<file path="config.mk">
export PLATFORM = sky130hd
export DESIGN_NAME = fifo_sync_cfg
export DESIGN_NICKNAME = d
export VERILOG_FILES = /design/src/rtl/fifo_sync_cfg_pkg.sv /design/src/rtl/fifo_sync_mem.sv /design/src/rtl/fifo_sync_cfg.sv
export SDC_FILE = /design/constraint.sdc
export NUM_CORES = 1
export LEC_CHECK = 0
export ABC_AREA = 1
export CAP_MARGIN = 25
export CORE_UTILIZATION = 27
export CTS_CLUSTER_DIAMETER = 200
export DETAILED_ROUTE_END_ITERATION = 12
export MAX_ROUTING_LAYER = met4
export PLACE_DENSITY_LB_ADDON = 0.15
export SLEW_MARGIN = 10
export SYNTH_ARGS = -nofsm -noshare
export SYNTH_HDL_FRONTEND = slang
export SYNTH_SLANG_ARGS = --single-unit
</file>
<file path="constraint.sdc">
create_clock -name clk -period 6 [get_ports clk]
set_clock_uncertainty 0.05 [all_clocks]
set_input_delay 1.2 -clock clk [delete_from_list [all_inputs] [get_ports clk]]
set_output_delay 1.2 -clock clk [all_outputs]
set_load 0.01 [all_outputs]
</file>
<file path="src/rtl/fifo_sync_cfg_pkg.sv">
// Shared constants for the single-clock FIFO: read-mode encodings and depth helper.
package fifo_sync_cfg_pkg;

    localparam int FWFT_STD  = 0;  // registered read, latency 1
    localparam int FWFT_FALL = 1;  // head word shown combinationally

    // Number of entries addressed by an asize-bit address.
    function automatic int fifo_depth(input int asize);
        return 1 << asize;
    endfunction

endpackage

</file>
<file path="src/rtl/fifo_sync_mem.sv">
// DEPTH x DSIZE flop storage: one synchronous write port, one asynchronous read port.
module fifo_sync_mem
    import fifo_sync_cfg_pkg::*;
#(
    parameter int DSIZE = 16,
    parameter int ASIZE = 5
) (
    input  logic             clk,
    input  logic             we,
    input  logic [ASIZE-1:0] waddr,
    input  logic [DSIZE-1:0] wdata,
    input  logic [ASIZE-1:0] raddr,
    output logic [DSIZE-1:0] rdata
);

    localparam int DEPTH = fifo_depth(ASIZE);

    // Storage is never reset; stale words are unreachable once the pointers reset.
    logic [DSIZE-1:0] mem_q [DEPTH];

    // Write port.
    always_ff @(posedge clk) begin
        if (we) mem_q[waddr] <= wdata;
    end

    assign rdata = mem_q[raddr];

endmodule

</file>
<file path="src/rtl/fifo_sync_cfg.sv">
// Single-clock FIFO with selectable registered/FWFT read, programmable almost
// thresholds, exact fill count and sticky overflow/underflow flags.
module fifo_sync_cfg
    import fifo_sync_cfg_pkg::*;
#(
    parameter int DSIZE     = 16,
    parameter int ASIZE     = 5,
    parameter int FWFT      = FWFT_STD,
    parameter int AFULL_TH  = (1 << ASIZE) - 2,
    parameter int AEMPTY_TH = 1
) (
    input  logic             clk,
    input  logic             rst_n,
    input  logic [DSIZE-1:0] wdata,
    input  logic             winc,
    input  logic             rinc,
    input  logic             clr_err,
    output logic [DSIZE-1:0] rdata,
    output logic             wfull,
    output logic             rempty,
    output logic             wfull_almost,
    output logic             rempty_almost,
    output logic [ASIZE:0]   count,
    output logic             overflow,
    output logic             underflow
);

    localparam int DEPTH = fifo_depth(ASIZE);

    // Parameter legality, reported at elaboration.
    if (AFULL_TH < 1 || AFULL_TH > DEPTH) begin : g_bad_afull
        $error("fifo_sync_cfg: AFULL_TH must be in 1..DEPTH");
    end
    if (AEMPTY_TH < 0 || AEMPTY_TH > DEPTH - 1) begin : g_bad_aempty
        $error("fifo_sync_cfg: AEMPTY_TH must be in 0..DEPTH-1");
    end
    if (FWFT != FWFT_STD && FWFT != FWFT_FALL) begin : g_bad_fwft
        $error("fifo_sync_cfg: FWFT must be 0 or 1");
    end

    localparam logic [ASIZE:0] DEPTH_C  = DEPTH[ASIZE:0];
    localparam logic [ASIZE:0] AFULL_C  = AFULL_TH[ASIZE:0];
    localparam logic [ASIZE:0] AEMPTY_C = AEMPTY_TH[ASIZE:0];

    logic [ASIZE:0]   wptr_q, wptr_d, rptr_q, rptr_d, count_q, count_d;
    logic             ovf_q, ovf_d, unf_q, unf_d;
    logic             we, re;
    logic [DSIZE-1:0] mem_rdata;

    // Flags decode the registered count, so they hold steady through the cycle.
    assign wfull         = (count_q == DEPTH_C);
    assign rempty        = (count_q == '0);
    assign wfull_almost  = (count_q >= AFULL_C);
    assign rempty_almost = (count_q <= AEMPTY_C);
    assign count         = count_q;
    assign overflow      = ovf_q;
    assign underflow     = unf_q;

    // A full FIFO still drains and an empty one still fills, so simultaneous
    // requests at the extremes fall out of these two terms directly.
    assign we = winc & ~wfull;
    assign re = rinc & ~rempty;

    // Next-state for pointers, count and sticky errors (set beats clear).
    always_comb begin
        wptr_d  = wptr_q;
        rptr_d  = rptr_q;
        count_d = count_q;
        ovf_d   = ovf_q;
        unf_d   = unf_q;
        if (we) wptr_d = wptr_q + 1'b1;
        if (re) rptr_d = rptr_q + 1'b1;
        if (we && !re)      count_d = count_q + 1'b1;
        else if (re && !we) count_d = count_q - 1'b1;
        if (winc && wfull)  ovf_d = 1'b1;
        else if (clr_err)   ovf_d = 1'b0;
        if (rinc && rempty) unf_d = 1'b1;
        else if (clr_err)   unf_d = 1'b0;
    end

    // State registers.
    always_ff @(posedge clk or negedge rst_n) begin
        if (!rst_n) begin
            wptr_q  <= '0;
            rptr_q  <= '0;
            count_q <= '0;
            ovf_q   <= 1'b0;
            unf_q   <= 1'b0;
        end else begin
            wptr_q  <= wptr_d;
            rptr_q  <= rptr_d;
            count_q <= count_d;
            ovf_q   <= ovf_d;
            unf_q   <= unf_d;
        end
    end

    fifo_sync_mem #(.DSIZE(DSIZE), .ASIZE(ASIZE)) u_mem (
        .clk   (clk),
        .we    (we),
        .waddr (wptr_q[ASIZE-1:0]),
        .wdata (wdata),
        .raddr (rptr_q[ASIZE-1:0]),
        .rdata (mem_rdata)
    );

    if (FWFT == FWFT_FALL) begin : g_fwft
        // Head word is visible whenever anything is stored.
        assign rdata = rempty ? '0 : mem_rdata;
    end else begin : g_std
        logic [DSIZE-1:0] rdata_q;
        // Capture the head word on an accepted read; hold otherwise.
        always_ff @(posedge clk or negedge rst_n) begin
            if (!rst_n)  rdata_q <= '0;
            else if (re) rdata_q <= mem_rdata;
        end
        assign rdata = rdata_q;
    end

endmodule

</file>
; ---- Word level (Yosys, flattened, before mapping)
; Memory sizes are Yosys's and may differ from the RTL's. A register that Yosys moved wholly into a read port is not among the register bits.
; Cells that the tools add are included.
[word_totals]
ram_bits = 512
in_bits = 21
wordCells = 35
regBits = 20
mem_count = 1
output_inout_bits = 28
[op_classes]
n_eq_ne = 1
bitwise = 4
addsub = 4
mux = 7
reduce_logical = 11
order_cmp = 2
[memory_table]
columns = name, words, word_bits, rd, rd_ports_with_merged_regs, write_ports, line_no
row1 = u_mem.mem_q, 32, 16, 1, 1, 1, fifo_sync_mem.sv:19  ; logic [DSIZE-1:0] mem_q [DEPTH];
[op_table]
columns = operator, count
row1 = $add A6 B1 Y6 const B, 3
row2 = $mux W6, 2
row3 = $eq A6 B6 Y1 const B, 1
row4 = $ge A6 B5 Y1 const B, 1
row5 = $le A6 B1 Y1 const B, 1
row6 = $logic_not A6 Y1, 1
row7 = $reduce_bool A2 Y1, 3
row8 = $sub A6 B1 Y6 const B, 1
row9 = $mux W1, 5
row10 = $logic_and A1 B1 Y1, 4
row11 = $logic_not A1 Y1, 3
row12 = $and A1 B1 Y1, 2
row13 = $not A1 Y1, 2

; ---- Longest topological paths before layout
; Gate-level depths: netlist of the first run.
[depth]
word_depth = 7
depth_mapped = 14
ltp_nobuf = 11

; ---- By module
; From an unflattened synthesis of the first run, not the netlist that was laid out.
[unflattened]
cells_unflattened = 1973
area_unflattened_um2 = 22629.2
[by_module_without_submodules]
columns = mod, seq_area_each_um2, instances, cells_each, area_per_inst_um2
row1 = fifo_sync_mem, 15374.7, 1, 1778, 20981.4
row2 = fifo_sync_cfg, 850.8, 1, 195, 1647.8

; ---- Worst setup path after synthesis of the first run
; Ideal clock, no wire load.
[synth_path]
kind = input -> register
start = input port winc
end = memory u_mem.mem_q[0][0], enable pin
required_ps = 5562
path_stages = 4
setup_slack_ps = 3296
path_buffers = 0
arrival_time_ps = 2266
setup_time_ps = 388
path_cell_list = nand2_1 inv_2 nand2_1 nor2_1
[synth_between]
elab_chain_cells = 3
[synth_rtl]
columns = item, line_no
row1 = start: declaration, fifo_sync_cfg.sv:15  ; input logic winc,
row2 = $and A1 B1 Y1, fifo_sync_cfg.sv:61  ; assign we = winc & ~wfull;
row3 = via u_mem.we, fifo_sync_mem.sv:9  ; input logic we,
row4 = $mux W1, fifo_sync_mem.sv:23  ; if (we) mem_q[waddr] <= wdata;
row5 = $mux W1 (not written as such), fifo_sync_mem.sv:23
row6 = end: declaration, fifo_sync_mem.sv:19
; The timed path passes the listed nets, and every way through them passes these cells.

; ---- Worst setup path in the final report of the first run
[layout_path]
start = register count_q[0], in the netlist count[0]
end = output port wfull_almost
[layout_between]
elab_chain_cells = 1
[layout_rtl]
columns = item, line_no
row1 = start: declaration, fifo_sync_cfg.sv:45  ; logic [ASIZE:0] wptr_q, wptr_d, rptr_q, rptr_d, count_q, count_d;
row2 = start signal: assignment, fifo_sync_cfg.sv:92  ; count_q <= count_d;
row3 = $ge A6 B5 Y1, fifo_sync_cfg.sv:53  ; assign wfull_almost = (count_q >= AFULL_C);
row4 = end: declaration, fifo_sync_cfg.sv:21  ; output logic wfull_almost,
; No other way between the ends.

==> results.md, run 1 <==
- Status: complete, no violations
- Top FF cell, synth: edfxtp_1
- Clock power share: 28.8%
- Pint: 7.720 mW
- Total Routing Usage GR: 15.84%
- Die area: 86780 um^2
- Crit Path Category: reg2out
- Synth Area in XOR/XNOR: 0.4926%
- Slew headroom: 33.16%
- TritonRoute pass-1 iters: 5
- Design Power: 12.42 mW
- IO Port Bufs: 48
- CTS root buf: clkbuf_16
- Least-Margin Pin Slew: 1.000 ns
- Largest family of logic cells by synthesized area: simple AND/OR/NAND/NOR gates
- Clock slew at reported path FFs: 0.06 ns
- Setup tns final: 0 ns
- Period utilization: 59.44%
- CP required: 4.75 ns
- CTS resizes: 0
- Overflow after GRT: 0
- Clock tree buffer depth: 3
- Synth Area in Adders: 0.5954%
- Post-synthesis cell type count: 27
- Compound-Gate Fraction of Synth Area: 1.369%
- Critical Path AT: 2.32 ns
- CTS HTree Levels: 2
- Net Sw Power: 4.702 mW
- Pwr Density: 463.2 nW/um^2
- Worst-path fanout max: 6
- Peak VDD IR: 0.3588 mV
- Layout overhead on the synthesized area: 16.02%
- Clock Latency Late Sink: 0.62 ns
- DR vias: 14889
- Postcts setup bufs: 0
- Synth warnings: 0
- Yosys reg bits: 546
- Switching share of power: 37.85%
- Num CTS Buffers: 60
- First-pass GRT wire length: 97850 um
- Via/cell ratio: 4.380
- Synth Instances: 2151
- Post-Synth Simple-Gate Area: 20.89%
- WL/cell: 19.51 um
- Seq pwr share: 38.7%
- Async SR Flop Fraction: 6.227%
- Slew Viols, Final: 0
- Most frequent cells in the layout: 722 x nand2_1, 512 x edfxtp_1, 314 x nand3_1, 225 x inv_1, 133 x nor2_1
- Leading cell type in the layout, fill and taps excluded: nand2_1
- Critical path startpoint category: register
- EDFF count, synth: 512
- GPL Wtd Cong: 0.7971
- Starting density of the core: 27.45%
- Final WL: 66320 um
- Hold Crit Class: reg2reg
- CTS tree: yes
- Max cap viols: 0
- Syn Nets: 2183
- FP Rows: 106
- Logic pwr share: 32.5%
- Hold_ws: 0.4398 ns
- Crit end category: primary output
- Fin. Hold Viols: 0
- Nets: 2244
- Core footprint: 84220 um^2
- # DRC: 0
- Mapped Avg Cell Area: 10.75 um^2
- Achievable Freq: 280.4 MHz
- DRT iter0 DRCs: 929
- Clock sink total: 546
- Antenna violations before repair: 2
- Hold Buf Count CTS: 0
- Number of global-route vias before repair: 14538
- Top Ports: 49
- Final setup violation count: 0
- RSZ-0062 raised after global routing: false
- Fin area: 26820 um^2
- Mapped cell area: 23110 um^2
- Die Height: 294.6 um
- Die X: 294.6 um
- Layout cells sized above 1: 7.023%
- Lkg Pwr: 10.53 nW
- Mux share of post-synthesis cell area: 0%
- Placed inst area: 24900 um^2
- Largest net degree at the start of global routing: 175
- Tmin final: 3.566 ns
- Antenna Nets Post-Route: 0
- R2R setup slack: 2.78 ns
- Detailed placer's ending HPWL: 36350 um
- Sequential area share after synthesis: 70.20%
[metrics by stage]
step	std cells	utilization, %	setup WS (ns)
after floorplan	2151	-	3.296
after global placement	3283	29.55	2.376
final	3399	31.84	2.434
after global routing	3398	31.84	2.316
after CTS	3398	31.84	2.396
after detailed placement	3284	29.57	2.352
[power groups by stage]
stage | Sequential, mW | Clock, mW | Combinational (mW)
5_1_grt | 4.85 | 3.82 | 4.48
4_1_cts | 4.81 | 3.67 | 4.12
2_1_floorplan | 4.73 | 0 | 2.66
3_3_place_gp | 4.89 | 0 | 4.11
3_5_place_dp | 4.89 | 0 | 4.11
6_report | 4.81 | 3.58 | 4.03
[flip-flops by register name (all words and copies together), names as in the netlist]
register / count
rdata: 16
count: 6
wptr_q: 5
underflow: 1
rptr_q: 5
overflow: 1
u_mem.mem_q: 512
[cell usage after synthesis (12+ instances only)]
library cell  number  share of area (%)
dfrtp_1           34                3.7
nor2_1           137                2.2
inv_1            227                3.7
o21ai_0           22               0.48
clkbuf_1          13               0.21
nand3_1          314                6.8
nand2_1          722                 12
a21oi_1           32               0.69
xor2_1            12               0.45
buf_2             68                1.5
buf_4             12               0.39
edfxtp_1         512                 67
[routing by layer]
layer	global-route usage [%]	up-vias	wire length [um]
li1	-	7221	-
met1	21.45	7321	31800
met2	25.43	267	31140
met3	1.870	80	2257
met4	3.506	0	1124
met5	-	-	0
[cell type report]
class	count	area (um^2)
antenna	1	2.502
clock buffer	86	1754
clock inverter	28	158.9
fill	8615	57400
inverter	233	884.6
multi-input combinational	1263	5408
sequential	546	16230
tap	1134	1419
timing repair buffer	108	958.4
[worst max-delay path, cell delays in order, from the launching register on]
cell,delay [ns]
dfrtp_1,0.46
inv_1,0.17
ha_1,0.16
nor2_1,0.04
o41ai_1,0.25
clkdlybuf4s50_1,0.61
[cell families after synthesis]
logic type	count (synthesis)
adder cells (fa/ha/maj)	11
XOR/XNOR	13
flip-flops	546
AO/OA/AOI/OAI	60
buffers and inverters	342
AND/OR/NAND/NOR	1179
[worst paths after layout]
path,end,cells after the start,start
min reg2reg,rdata[11]$_DFFE_PN0P_,2,rdata[11]$_DFFE_PN0P_
min in group asynchronous,count[5]$_DFFE_PN0P_,1,rst_n
max,wfull_almost,5,count[0]$_DFFE_PN0P_
max in group asynchronous,rptr_q[1]$_DFFE_PN0P_,1,rst_n
min,rdata[11]$_DFFE_PN0P_,2,rdata[11]$_DFFE_PN0P_
max reg2reg,rdata[5]$_DFFE_PN0P_,9,rptr_q[1]$_DFFE_PN0P_
Note: power is estimated with default switching activity, not from simulation.
==> run 2, diff against run 1 <==
==> constraint.sdc (replaced) <==
create_clock -name clk -period 3.1 [get_ports clk]
set_clock_uncertainty 0.05 [all_clocks]
set_input_delay 0.62 -clock clk [delete_from_list [all_inputs] [get_ports clk]]
set_output_delay 0.62 -clock clk [all_outputs]
set_load 0.01 [all_outputs]
==> run 2 against run 1 <==
Against the previous run: register-to-register slack worse by 2.2 ns; core utilization up 0.17 points; worst hold slack worse by 0.010 ns; cell area up 0.54%; critical path depth unchanged; wire length up 9.9%; combinational power up 110%; final cell count up 0.76%; die area unchanged; clock power up 81%; critical path type unchanged.
==> results.md, run 2 (synthesized netlist as in run 1, its figures left out) <==
- Hold_ws: 0.4297 ns (-0.01011 ns)
- WL/cell: 21.28 um (+9.1%)
- RSZ-0062 raised after global routing: false
- Tmin final: 2.978 ns
- Largest register FFs: 512 (unchanged)
- Largest net degree at the start of global routing: 100 (-43%)
- Crit end category: primary output
- Starting density of the core: 27.45% (unchanged)
- Setup tns final: 0 ns (unchanged)
- Core footprint: 84220 um^2 (unchanged)
- Critical path startpoint category: register
- # DRC: 0 (unchanged)
- Register area: 16230 um^2 (unchanged)
- GPL Wtd Cong: 0.8337 (+4.6%)
- Fin. Hold Viols: 0 (unchanged)
- Cell at the slowest stage of the critical path: clkdlybuf4s50_1
- Num CTS Buffers: 61 (+1.7%)
- Die area: 86780 um^2 (unchanged)
- Lkg Pwr: 10.62 nW (+0.85%)
- Clock slew at reported path FFs: 0.06 ns (about the same)
- Max cap viols: 0 (unchanged)
- Number of global-route vias before repair: 14939 (+2.8%)
- Layout cells sized above 1: 7.551% (+0.53 points)
- Peak VDD IR: 0.4556 mV (+27%)
- Status: complete, no violations
- Largest Register: u_mem.mem_q
- Most frequent cells in the layout: 722 x nand2_1, 512 x edfxtp_1, 314 x nand3_1, 227 x inv_1, 133 x nor2_1
- Period utilization: 96.05%
- ANT cells: 0 (-1)
- Via/cell ratio: 4.450 (+1.6%)
- WHS Path Cells: 2 (unchanged)
- Detailed placer's ending HPWL: 42800 um (+18%)
- TritonRoute pass-1 iters: 5 (unchanged)
- Top Ports: 49 (unchanged)
- Clock tree buffer depth: 3 (unchanged)
- Critical Path AT: 2.31 ns (about the same)
- Antenna Nets Post-Route: 0 (unchanged)
- DR vias: 15241 (+2.4%)
- Total Routing Usage GR: 17.35% (+1.5 points)
- CP peak stage delay: 0.60 ns (about the same)
- Layout overhead on the synthesized area: 16.64%
- CTS HTree Levels: 2 (unchanged)
- Overflow after GRT: 0 (unchanged)
- First-pass GRT wire length: 105100 um (+7.4%)
- Final WL: 72900 um (+9.9%)
- Clock sink total: 546 (unchanged)
- Final setup violation count: 0 (unchanged)
- Achievable Freq: 335.8 MHz
- Worst-path fanout max: 6 (unchanged)
- CTS tree: yes
- IO Port Bufs: 48 (unchanged)
- CTS root buf: clkbuf_16
- Die X: 294.6 um (unchanged)
- Critical-path cell list: inv_1 -> ha_1 -> nor2_1 -> o41ai_2 -> clkdlybuf4s50_1
- DRT iter0 DRCs: 1492 (+61%)
- Hold Crit Class: reg2reg
- Nets: 2280 (+1.6%)
- Clock Latency Late Sink: 0.62 ns (about the same)
- Postcts setup bufs: 0 (unchanged)
- CP required: 2.43 ns (-2.32 ns)
- Crit path launch: count[0]$_DFFE_PN0P_
- Fillers: 8603 (-0.14%)
- Antenna violations before repair: 2 (unchanged)
- R2R Path Start: rptr_q[0]$_DFFE_PN0P_
- Die Height: 294.6 um (unchanged)
- Slew headroom: 39.90% (+6.7 points)
- Least-Margin Pin Slew: 0.9015 ns (-0.09863 ns)
- HP Start: rdata[3]$_DFFE_PN0P_
- FP Rows: 106 (unchanged)
- Multi-input gate area: 5415 um^2 (+0.14%)
- Slew Viols, Final: 0 (unchanged)
- Pwr Density: 896.8 nW/um^2 (+94%)
- Crit Path Category: reg2out
- R2R cell count: 9 (unchanged)
- Leading cell type in the layout, fill and taps excluded: nand2_1
run 2: changes by cell type in the layout (fill, tap and decap cells not counted), sizes merged:
| cell | delta |
|---|---|
| dlygate4sd3 | +1 |
| clkinv | -7 |
| clkbuf | -1 |
| buf | +34 |
| diode | -1 |
run 2: path summary, 6_finish.rpt:
kind                                        end  slack, ns
setup / recovery                   wfull_almost       0.12
hold reg to reg            rdata[3]$_DFFE_PN0P_       0.43
max in group asynchronous  rdata[1]$_DFFE_PN0P_       1.78
setup reg to reg           rdata[1]$_DFFE_PN0P_       0.61
min in group asynchronous  overflow$_DFFE_PN0P_       0.52
hold / removal             rdata[3]$_DFFE_PN0P_       0.43
run 2: cell type report:
| cell class | count | share of cell area [%] |
|---|---|---|
| multi-input cells | 1263 | 20.08 |
| well taps | 1134 | 5.262 |
| clock buffers | 85 | 5.996 |
| inverters | 233 | 3.281 |
| flip-flops and latches | 546 | 60.21 |
| clock inverters | 21 | 0.3991 |
| repair buffers | 143 | 4.771 |
run 2: routing by layer:
| metal | up-vias | wire (um) | GRT usage [%] |
|---|---|---|---|
| met2 | 387 | 33240 | 26.28 |
| met4 | 0 | 1670 | 4.764 |
| met5 | - | 0 | - |
| met1 | 7472 | 34420 | 24.49 |
| li1 | 7291 | - | - |
| met3 | 91 | 3564 | 2.029 |
run 2: timing repair:
action | CTS | global route
endpoints found under the setup margin | 1 | 0
hold endpoints to repair | 25 | 0
resized for setup | 1 | 0
hold buffers | 1 | 0
run 2: report_power, final:
group / total (mW) / internal, mW / switching (mW)
sequential: 9.11 / 8.73 / 0.371
combinational: 8.59 / 2.47 / 6.12
clock: 6.48 / 3.66 / 2.83
total: 24.2 / 14.9 / 9.32
run 2: metrics by stage:
step	instances	worst slack (ns)	area, um^2	power, mW	utilization (%)
2_1_floorplan	2151	0.6916	23110	14.31	-
3_3_place_gp	3317	0.4099	25190	17.90	29.91
3_5_place_dp	3318	0.4389	25220	17.91	29.95
4_1_cts	3425	0.08854	26960	24.47	32.01
5_1_grt	3425	0.04409	26960	25.54	32.01
6_report	3425	0.1223	26960	24.18	32.01
run 2: critical path: cells and delay by family (launching register included):
family | cells | cell delay [ns]
fa+ha+maj | 1 | 0.17
buf+inv | 2 | 0.75
flops | 1 | 0.44
compound gates | 1 | 0.26
simple gates | 1 | 0.06
==> edit, RTL diff (config.mk and constraints of run 2) <==
`DSIZE` is set to 16 in 2 places; all go to 8.
--- a/src/rtl/fifo_sync_mem.sv
+++ b/src/rtl/fifo_sync_mem.sv
@@ -4,3 +4,3 @@
 #(
-    parameter int DSIZE = 16,
+    parameter int DSIZE = 8,
     parameter int ASIZE = 5
--- a/src/rtl/fifo_sync_cfg.sv
+++ b/src/rtl/fifo_sync_cfg.sv
@@ -5,3 +5,3 @@
 #(
-    parameter int DSIZE     = 16,
+    parameter int DSIZE     = 8,
     parameter int ASIZE     = 5,
Interface: changed (resized rdata and wdata); port bits go from 49 to 33. The function was not compared with the original's and may differ.
==> edit against run 2 <==
  * Combinational power fell by 50%
  * Synthesized area fell by 48%
  * Cell area decreased by 46%
  * Count of clock-buffer cells in the layout is 37 lower
  * Total power is 46% lower
  * Routed wire length down 53%
  * Hold slack improved by 0.022 ns
  * Sequential share of layout area down 2.6 points
  * Sequential power fell by 47%
  * Die area shrank 47%
  * Sequential cell count fell by 264
  * Worst setup slack improved by 0.19 ns
==> edit: results (changes against run 2) <==
[placed_design]
place_worst_setup_slack_ns = 0.512  ; +0.0736 ns
port_buffers = 32  ; -33%
dp_hpwl_um = 20300  ; -53%
gp_congestion = 0.789  ; -5.3%

[yosys]
avgSynthCellArea_um2 = 10.5  ; -2.2%
syn_inst = 1153  ; -46%
synth_seq_area_share = 0.688  ; -0.0140
async_flop_share = 0.0922  ; +0.0299
synthTopCellsByArea = edfxtp_1, nand2_1, nand3_1, dfrtp_1, inv_1

[grt]
met1_usage = 0.220  ; -0.0246
grt_first_pass_wirelength_um = 51300  ; -51%
grt_use_met3 = 0.0202  ; -0.0000742

[drt]
wl_met2_um = 15800  ; -52%
wl_per_cell_um = 18.5  ; -13%

[power]
p_comb_mw = 4.28  ; -50%
total_power_mw = 13.1  ; -46%
seqPwrFrac = 0.372  ; -0.005

[cells_and_area]
signal_buffers = 90  ; -37%
multi_input_area_mm2 = 0.00301  ; -44%
seq_cells = 282  ; -48%
final_area_mm2 = 0.0145  ; -46%
nClkBuffers = 48  ; -44%
multi_input_cells = 687  ; -46%

[critical_path]
critPathMaxStageDelay_ns = 0.58  ; -0.02 ns

[clocking]
insertion_delay_ns = 0.51  ; -0.11 ns

[outcome]
status = finished clean

[min_path]
min-delay-start = rdata[5]

[edit: changes by cell type after synthesis, moves of 8 or more]
cell,run 2,this run
buf_2,68,34
a21oi_1,32,18
nand2_1,722,371
inv_1,227,125
buf_6,10,0
nor2_1,137,87
dfrtp_1,34,26
nand3_1,314,161
edfxtp_1,512,256
[edit: kinds of logic after synthesis]
| family | share of synthesized area |
|---|---|
| adders and majority gates | 0.0114 |
| DFF | 0.688 |
| xor gates and xnor gates | 0.00940 |
| and+or+nand+nor | 0.211 |
| buffers and inverters | 0.0636 |
| AOI/OAI and AO/OA | 0.0163 |
[edit: path summary, 6_finish.rpt]
check | depth (start not counted) | slack (ns) | to
min | 2 | 0.45 | rdata[5]
max reg2reg | 8 | 0.70 | u_mem.mem_q[8][1]
max in group asynchronous | 2 | 2.22 | rptr_q[1]
max | 5 | 0.31 | wfull_almost
min in group asynchronous | 2 | 0.46 | rdata[7]
min reg2reg | 2 | 0.45 | rdata[5]
